<file path="src/rtl/corescore_uart_arbiter.sv">
// rtl/corescore_uart_arbiter.sv - line-granular round-robin arbiter in front of a UART byte emitter
//
// Shares one UART byte emitter among num_req byte-stream requesters. A requester
// keeps the grant until it transfers an eol_char byte, so text lines never
// interleave. A granted requester that stalls mid-line for timeout_cycles cycles
// loses the grant. Bytes are never buffered: data/valid/ready pass straight
// through between the granted requester and the emitter.
//
// Ports:
//   i_clk    - clock, rising edge
//   i_rst    - synchronous active-high reset
//   i_data   - requester bytes, requester k on i_data[8k+7:8k]
//   i_valid  - per-requester byte valid
//   o_ready  - per-requester accept, one-hot or zero
//   o_data   - byte to the emitter
//   o_valid  - byte valid to the emitter
//   i_ready  - emitter ready
//   o_grant  - registered one-hot grant, zero when idle
module corescore_uart_arbiter #(
  parameter int         num_req        = 4,
  parameter logic [7:0] eol_char       = 8'h0A,
  parameter int         timeout_cycles = 1024
) (
  input  logic                 i_clk,
  input  logic                 i_rst,
  input  logic [8*num_req-1:0] i_data,
  input  logic [num_req-1:0]   i_valid,
  output logic [num_req-1:0]   o_ready,
  output logic [7:0]           o_data,
  output logic                 o_valid,
  input  logic                 i_ready,
  output logic [num_req-1:0]   o_grant
);

  localparam int IW = $clog2(num_req);
  // A zero timeout still needs a 1-bit counter so the declaration stays legal.
  localparam int TW = (timeout_cycles > 0) ? $clog2(timeout_cycles + 1) : 1;
  localparam logic [TW-1:0] TO_LAST = TW'((timeout_cycles > 0) ? timeout_cycles - 1 : 0);

  typedef enum logic {S_IDLE, S_GRANT} state_e;

  state_e             state_q;
  logic [IW-1:0]      gidx_q;
  logic [IW-1:0]      last_q;
  logic [num_req-1:0] grant_q;
  logic [TW-1:0]      cnt_q;
  logic [TW-1:0]      cnt_d;

  logic [IW-1:0]      cand;
  logic [IW-1:0]      pick_idx;
  logic [num_req-1:0] pick_onehot;
  logic               pick_found;
  logic               cur_valid;
  logic               xfer;
  logic               eol_xfer;
  logic               timeout_hit;

  assign o_grant   = grant_q;
  assign cur_valid = i_valid[gidx_q];

  // Pass-through to the granted requester; everything is quiet in IDLE.
  always_comb begin
    o_data  = 8'h00;
    o_valid = 1'b0;
    o_ready = '0;
    if (state_q == S_GRANT) begin
      o_data          = i_data[{gidx_q, 3'b000} +: 8];
      o_valid         = cur_valid;
      o_ready[gidx_q] = i_ready;
    end
  end

  assign xfer     = o_valid & i_ready;
  assign eol_xfer = xfer & (o_data == eol_char);

  // Clear on transfer, count while the holder has nothing to send, hold under
  // emitter backpressure so a slow emitter never causes a release.
  always_comb begin
    cnt_d = cnt_q;
    if (xfer) begin
      cnt_d = '0;
    end else if (!cur_valid) begin
      cnt_d = cnt_q + 1'b1;
    end
  end

  // Fires on the cycle whose increment would reach timeout_cycles, so the
  // release lands after exactly timeout_cycles stalled cycles. A transfer
  // implies cur_valid, so an EOL in the same cycle always wins.
  assign timeout_hit = (timeout_cycles != 0) && !cur_valid && (cnt_q == TO_LAST);

  // Round-robin search upward from last+1 with wrap; the previous holder is
  // visited last.
  always_comb begin
    pick_found  = 1'b0;
    pick_idx    = last_q;
    cand        = last_q;
    pick_onehot = '0;
    for (int i = 1; i <= num_req; i++) begin
      cand = IW'((int'(last_q) + i) % num_req);
      if (!pick_found && i_valid[cand]) begin
        pick_found = 1'b1;
        pick_idx   = cand;
      end
    end
    pick_onehot[pick_idx] = 1'b1;
  end

  always_ff @(posedge i_clk) begin
    if (i_rst) begin
      state_q <= S_IDLE;
      gidx_q  <= '0;
      last_q  <= IW'(num_req - 1);
      grant_q <= '0;
      cnt_q   <= '0;
    end else begin
      case (state_q)
        S_IDLE: begin
          cnt_q <= '0;
          if (pick_found) begin
            state_q <= S_GRANT;
            gidx_q  <= pick_idx;
            grant_q <= pick_onehot;
          end
        end
        S_GRANT: begin
          if (eol_xfer || timeout_hit) begin
            state_q <= S_IDLE;
            last_q  <= gidx_q;
            grant_q <= '0;
            cnt_q   <= '0;
          end else begin
            cnt_q <= cnt_d;
          end
        end
        default: state_q <= S_IDLE;
      endcase
    end
  end

endmodule

</file>
<file path="config.mk">
export PLATFORM = sky130hd
export DESIGN_NAME = corescore_uart_arbiter
export DESIGN_NICKNAME = d
export VERILOG_FILES = /design/src/rtl/corescore_uart_arbiter.sv
export SDC_FILE = /design/constraint.sdc
export NUM_CORES = 1
export LEC_CHECK = 0
export ABC_AREA = 0
export BUFFER_PORTS_ARGS = -buffer_cell sky130_fd_sc_hd__buf_4
export CORE_UTILIZATION = 52
export DETAILED_ROUTE_END_ITERATION = 8
export PLACE_DENSITY = 0.87
export SETUP_SLACK_MARGIN = 0.05
export SYNTH_ARGS = -nofsm -noshare
export SYNTH_HDL_FRONTEND = slang
export SYNTH_SLANG_ARGS = --single-unit
export TNS_END_PERCENT = 30
</file>
<file path="constraint.sdc">
create_clock -name i_clk -period 3.5 [get_ports i_clk]
set_input_delay 0.175 -clock i_clk [delete_from_list [all_inputs] [get_ports i_clk]]
set_output_delay 0.175 -clock i_clk [all_outputs]
set_load 0.05 [all_outputs]
</file>
Word level (Yosys, flattened, before mapping)
Cells that the tools add are included.
{ "word_totals": {"word_cells": 77, "inputBits": 39, "reg_bits": 20} }
{ "op_classes": {"n_addsub": 5, "mux": 35, "n_reduce_logical": 14, "n_eq_ne": 5, "order_cmp": 8, "n_bitwise": 4, "shifts": 1} }
{ "op_table": {"columns": ["cell", "count"], "rows": [
  ["$mux W11", 3],
  ["$shiftx A32 B6 Y8", 1],
  ["$pmux W11 S2", 1],
  ["$lt A2 B3 Y1 const B", 6],
  ["$mux W1", 14],
  ["$mux W4", 3],
  ["$add A11 B1 Y11 const B", 1],
  ["$eq A11 B10 Y1 const B", 1],
  ["$bmux W1 S2", 5],
  ["$eq A8 B4 Y1 const B", 1],
  ["$mux W2", 4],
  ["$mux W8", 1],
  ["$pmux W4 S2", 1],
  ["$logic_and A1 B1 Y1", 6],
  ["$reduce_and A2 Y1", 3],
  ["$add A2 B1 Y2 const B", 2],
  ["$add A2 B2 Y2 const B", 2],
  ["$and A4 B4 Y4", 1],
  ["$demux W1 S2", 2],
  ["$ge A2 B1 Y1 const B", 2],
  ["$logic_not A1 Y1", 4],
  ["$ne A4 B2 Y1 const B", 1],
  ["$and A1 B1 Y1", 2],
  ["$ne A2 B1 Y1 const B", 1],
  ["other kinds (4)", 4]
]} }

Logic depth before layout (Yosys ltp)
Gate-level depths: netlist of the first run.
{ "logic_depth": {"ltp_word": 19, "depth_mapped": 7, "mapped_depth_nobuf": 6} }

Worst setup path before layout of the first run
OpenSTA, ideal clock, no wires.
{ "synth_path": {"path_type": "reg2reg", "start": "register gidx_q[0]", "end": "register grant_q[0] (netlist: o_grant[0])", "n_path_buf": 2, "synth_period_minus_slack_ns": 1.906, "path_slack_ns": 1.594, "stages_incl_launch_ff": 8, "arrival_time_ns": 1.774, "setup_time_ns": 0.132, "cell_sequence": "dfxtp_1 > buf_6 > buf_12 > mux4_1 > o31ai_2 > a32oi_2 > o211ai_1 > a21oi_1"} }
{ "synth_between": {"elab_chain_cells": 8} }
{ "synth_rtl": {"columns": ["item", "line_no", "text"], "rows": [
  ["from (decl)", "43", "logic [IW-1:0] gidx_q;"],
  ["from (signal assigned)", "122", "gidx_q <= pick_idx;"],
  ["branches (longest 5 deep; another with $shiftx A32 B6 Y8)", null, null],
  ["$logic_or A1 B1 Y1 *", "127", "if (eol_xfer || timeout_hit) begin"],
  ["$ne A2 B1 Y1 (no source line) *", null, null],
  ["$reduce_and A2 Y1 (no source line) *", null, null],
  ["to (signal assigned)", "123", "grant_q <= pick_onehot;"],
  ["to (decl)", "45", "logic [num_req-1:0] grant_q;"]
]} }
Mark *: on every way between the ends. The select of a mux whose other input is x is not followed.
A chain may end at the register's enable or synchronous reset.

Final worst setup path of the first run
{ "layout_path": {"start": "register gidx_q[0]", "end": "register grant_q[1] (netlist: o_grant[1])"} }
Same word-level chain as after synthesis.

==> results.cfg, run 1 <==
[synth]
ys_top_cells_by_area = dfxtp_1, mux4_1, mux4_2, a21oi_1, nor3_1
avgSynthCellArea_um2 = 9.00
async_reset_ff_frac = 0
yosysUniqueCellTypes = 46
yosys_warnings = 0
synth_top_flop_cell = dfxtp_1
synth_edf_count = 0
synth_top_area_share = 0.278
synth_seq_cells = 20
mappedNetlistArea_um2 = 1440
synth_top_area_cell = dfxtp_1
syn_nets = 200
netlist_instances = 160
seq_area_frac_synth = 0.278

[cells_and_area]
nets = 251
drive_gt1_frac = 0.329
area_delta_synth_final_pct = 28.8
layout_commonest_cell = buf_4
antenna_cells = 0
final_cell_mix = buf_4, dfxtp_1, nor2_1, nor3_1, a21oi_1

[worst_setup_path]
critical_path_buf_inv_count = 0
max_stage_delay_ns = 0.76
critPathSlowestCell = dfxtp_1
reg2reg_slack_ns = 0.91
crit_cells = 5
r2r_cells = 5
cp-startpoint = gidx_q[0]
endpoint = o_grant[1]
worstSetupStartpointType = flop
critical_path_class = flop to flop
cp_top_family = flip-flops
rr_endpoint = o_grant[1]
r2r_start = gidx_q[0]
cp_data_required_time_ns = 3.70
path_max_fanout = 14
crit_chain = mux4_1 > nor4bb_1 > a32oi_2 > o211ai_1 > a21oi_1
crit_arrival_ns = 2.80
endpoint_kind = flop

[clock_network]
post_cts_buffers = 0
hold_buffers = 0
clk_pin_slew_ns = 0.11
h-tree-depth = 1
cts_tree = done
clk_latency_ns = 0.31
cts_buffers = 3
cts_resized = 0
cts_sinks = 20
cts_root_buf = clkbuf_4
clockBufferDepth = 2

[floorplanning]
die_h_um = 54.6
core_area_um2 = 2540
dieWidth_um = 54.6
start_util = 0.566
die_area_um2 = 2980
io_pins = 56
rows = 18

[power]
p_total_mw = 0.640
power_density_nw_per_um2 = 345
leakage_nw = 0.759
ir_worst_vdd_v = 0.000394

[grt]
grt_pass1_vias = 1371
grt_pass1_wl_um = 5960
antenna_found_initial = 0
grtUsageTotal = 0.281
grt_max_degree = 19
grt_overflow = 0

[routing]
route.detailed.drc = 0
routed_wl_um = 3970
ant_nets = 0
dr_total_vias = 1480
dr.pass1.iters = 4
avgRoutedWirePerCell_um = 16.6
vias_per_cell = 6.17
drtIter0Drc = 45

[timing]
min_period_ns = 2.59
slew_viol_final = 0
slew-limit-headroom = 0.564
tightest_slew_ns = 0.653
finClkSkew_ns = 0.00371
rsz0062_at_grt = false
setup_viol = 0
finalHoldViolations = 0
finalCritPeriodShare = 0.741
fin_setup_tns_ns = 0
max_freq_mhz = 386

[min_path]
hp-class = input port to flop

[placed_design]
finalWeightedCongestion = 0.839
portBuffers = 55
place_hpwl_um = 3040

[outcome]
status = complete, no violations

[flow_run]
maxCapViolCount = 0
worst min path at each step:
stage / slack, ns / from / cells past startpoint / to
after floorplan: 0.37 / i_rst / 2 / gidx_q[0]
after global placement: 0.47 / cnt_q[9] / 2 / cnt_q[9]
after detailed placement: 0.50 / o_grant[3] / 2 / o_grant[3]
after CTS: 0.17 / i_rst / 2 / o_grant[3]
after global routing: 0.16 / i_rst / 2 / o_grant[0]
final: 0.17 / i_rst / 2 / o_grant[2]
sequential cells by signal (all words and copies together) (netlist names):
signal and count:
o_grant 4, last_q 2, state_q 1, cnt_q 11, gidx_q 2
where the power goes:
group / leakage (nW) / switching [mW] / internal, mW
sequential: 0.163 / 0.0172 / 0.234
combinational: 0.569 / 0.110 / 0.0874
clock: 0.0279 / 0.0753 / 0.116
final cells by class:
class                           instances  area (µm²)
Clock buffer                            3        22.5
Clock inverter                          1        30.0
Fill cell                             189         689
Inverter                                5        18.8
Multi-Input combinational cell        126         933
Sequential cell                        20         400
Tap cell                               30        37.5
Timing Repair Buffer                   55         413
synth_stat cells, types with 2 or more instances:
library cell  count
a211oi_1          3
a21oi_1          13
and2_1            7
buf_6             3
clkbuf_1          2
dfxtp_1          20
inv_1             4
mux4_1            6
mux4_2            3
nand2_1          11
nand2b_1          4
nand3_1           5
nand3b_1          4
nand4_1           2
nor2_1           16
nor3_1           13
nor4_1            2
o211ai_1          4
o21ai_0          11
metal layers:
| metal | wire (µm) | vias up | share of wire | GRT usage |
|---|---|---|---|---|
| met5 | 0 | - | 0 | 0 |
| met2 | 2030 | 65 | 0.51 | 0.502 |
| met4 | 82 | 0 | 0.021 | 0.145 |
| met1 | 1540 | 699 | 0.39 | 0.312 |
| met3 | 312 | 11 | 0.079 | 0.0500 |
| li1 | - | 705 | - | - |
per-stage QoR:
stage	worst slack, ns	hold slack (ns)	cells	util	cell area (µm²)
5_1_grt	0.755	0.157	240	0.729	1860
3_3_place_gp	1.13	0.469	236	0.708	1800
4_1_cts	0.905	0.165	240	0.729	1860
3_5_place_dp	0.930	0.495	236	0.708	1800
2_1_floorplan	1.59	0.366	160	-	1440
6_report	0.906	0.170	240	0.729	1860
logic make-up after synthesis:
logic type | after synthesis | synth area share
XOR/XNOR | 1 | 0.00608
flip-flops | 20 | 0.278
adder cells (fa/ha/maj) | 1 | 0.00869
AO/OA/AOI/OAI | 41 | 0.189
buffers and inverters | 14 | 0.0738
AND/OR/NAND/NOR | 73 | 0.281
multiplexers | 10 | 0.163
Note: power is estimated with default switching activity, not from simulation.
==> run 2: changes to the inputs <==
Settings changed: CORE_UTILIZATION 52 to 44, PLACE_DENSITY 0.87 to 0.79.
Clock period 3.5 ns to 2.1 ns, I/O delays scaled along.
==> results.cfg, run 2 (same netlist as run 1, synthesis figures left out) <==
[outcome]
status = complete, no violations

[clock_network]
cts_tree = done
h-tree-depth = 1
hold_buffers = 0
cts_root_buf = clkbuf_4
clockBufferDepth = 2
cts_buffers = 3
clk_pin_slew_ns = 0.12
clk_latency_ns = 0.30
cts_sinks = 20

[floorplanning]
start_util = 0.468
die_area_um2 = 3510
dieWidth_um = 59.2
io_pins = 56
rows = 20
core_area_um2 = 3080
die_h_um = 59.2

[timing]
setup_viol = 0
tightest_slew_ns = 0.473
max_freq_mhz = 499
finClkSkew_ns = 0.00161
min_period_ns = 2.01
finalHoldViolations = 0
hold_ws_ns = 0.107
finalCritPeriodShare = 0.955
rsz0062_at_grt = true
fin_setup_tns_ns = 0
slew-limit-headroom = 0.682
slew_viol_final = 0
finalWorstSetupSlack_ns = 0.0947

[cells_and_area]
final_cell_mix = buf_4, dfxtp_1, nor2_1, nor3_1, a21oi_1
multiInputGateArea_um2 = 986
nets = 263
utilization = 0.658
largest_reg_flops = 11
area_delta_synth_final_pct = 40.7
largest-register = cnt_q
final_area_um2 = 2030
drive_gt1_frac = 0.401
layout_commonest_cell = buf_4
seq_area_um2 = 404
nFillCells = 256
antenna_cells = 0

[placed_design]
postPlaceCellArea_um2 = 1900
place_hpwl_um = 2940
portBuffers = 55
pre_cts_slack_ns = -0.00546
finalWeightedCongestion = 0.901

[worst_setup_path]
path_max_fanout = 5
endpoint_kind = flop
cp_data_required_time_ns = 2.30
worstSetupStartpointType = flop
crit_arrival_ns = 2.20
critical_path_class = flop to flop

[routing]
vias_per_cell = 5.59
dr_total_vias = 1486
ant_nets = 0
drtIter0Drc = 100
avgRoutedWirePerCell_um = 15.3
routed_wl_um = 4080
dr.pass1.iters = 4
route.detailed.drc = 0

[power]
intPower_mw = 0.679
net-switching-power_mw = 0.363
swShare = 0.348
comb_power_share = 0.393
power_density_nw_per_um2 = 514
pwr-share-clk = 0.222
ir_worst_vdd_v = 0.000323
leakage_nw = 0.822
p_seq_frac = 0.385

[flow_run]
maxCapViolCount = 0

[grt]
grt_overflow = 0
grt_max_degree = 19
grt_pass1_vias = 1344
antenna_found_initial = 0
grt_pass1_wl_um = 6170
grtUsageTotal = 0.235

[min_path]
hp-class = input port to flop
run 2: cell count changes in the layout (fill, tap and decap cells not counted), sizes merged:
cell	change
clkbuf	+2
buf	+10
bufinv	-1
a32oi	+1
run 2: area by class of cell:
class                           count  share of cell area
Tap cell                           44              0.0272
Sequential cell                    20               0.200
Timing Repair Buffer               66               0.259
Inverter                            5             0.00926
Multi-Input combinational cell    127               0.487
Clock buffer                        4              0.0179
run 2: power by group through the flow:
stage / clock network (mW) / registers, mW / logic (mW)
after CTS: 0.238 / 0.399 / 0.379
final: 0.231 / 0.401 / 0.409
after floorplan: 0 / 0.419 / 0.233
after global routing: 0.249 / 0.403 / 0.432
after detailed placement: 0 / 0.407 / 0.363
after global placement: 0 / 0.407 / 0.359
run 2: path summary, 6_finish.rpt:
kind | startpoint | to | slack, ns | cells past startpoint
worst max register to register | gidx_q[0] | o_grant[0] | 0.09 | 6
worst min-delay path | i_rst | cnt_q[7] | 0.11 | 2
worst min register to register | cnt_q[9] | cnt_q[9] | 0.51 | 2
worst max-delay path | gidx_q[0] | o_grant[0] | 0.09 | 6
run 2: layer usage:
| layer | vias up | track usage | wire length, µm |
|---|---|---|---|
| li1 | 735 | - | - |
| met3 | 2 | 0.0262 | 154 |
| met5 | - | 0 | 0 |
| met4 | 0 | 0.0816 | 18 |
| met1 | 716 | 0.314 | 1850 |
| met2 | 33 | 0.393 | 2060 |
run 2: through the flow:
stage | cells | power, mW
6_report | 266 | 1.04
5_1_grt | 266 | 1.08
4_1_cts | 264 | 1.02
2_1_floorplan | 160 | 0.651
3_3_place_gp | 260 | 0.766
3_5_place_dp | 260 | 0.771
run 2: timing repair:
item                       in CTS  in global routing
pin swaps                       1                  8
setup endpoints to repair       7                 15
gates cloned                    0                  2
resized for setup               7                 10
setup buffers                   0                  0
run 2: worst max-delay path: stages (launching register included):
cell	delay [ns]
dfxtp_4	0.41
buf_12	0.13
mux4_2	0.53
o31ai_4	0.34
a32oi_4	0.19
o211ai_1	0.21
a21oi_1	0.10
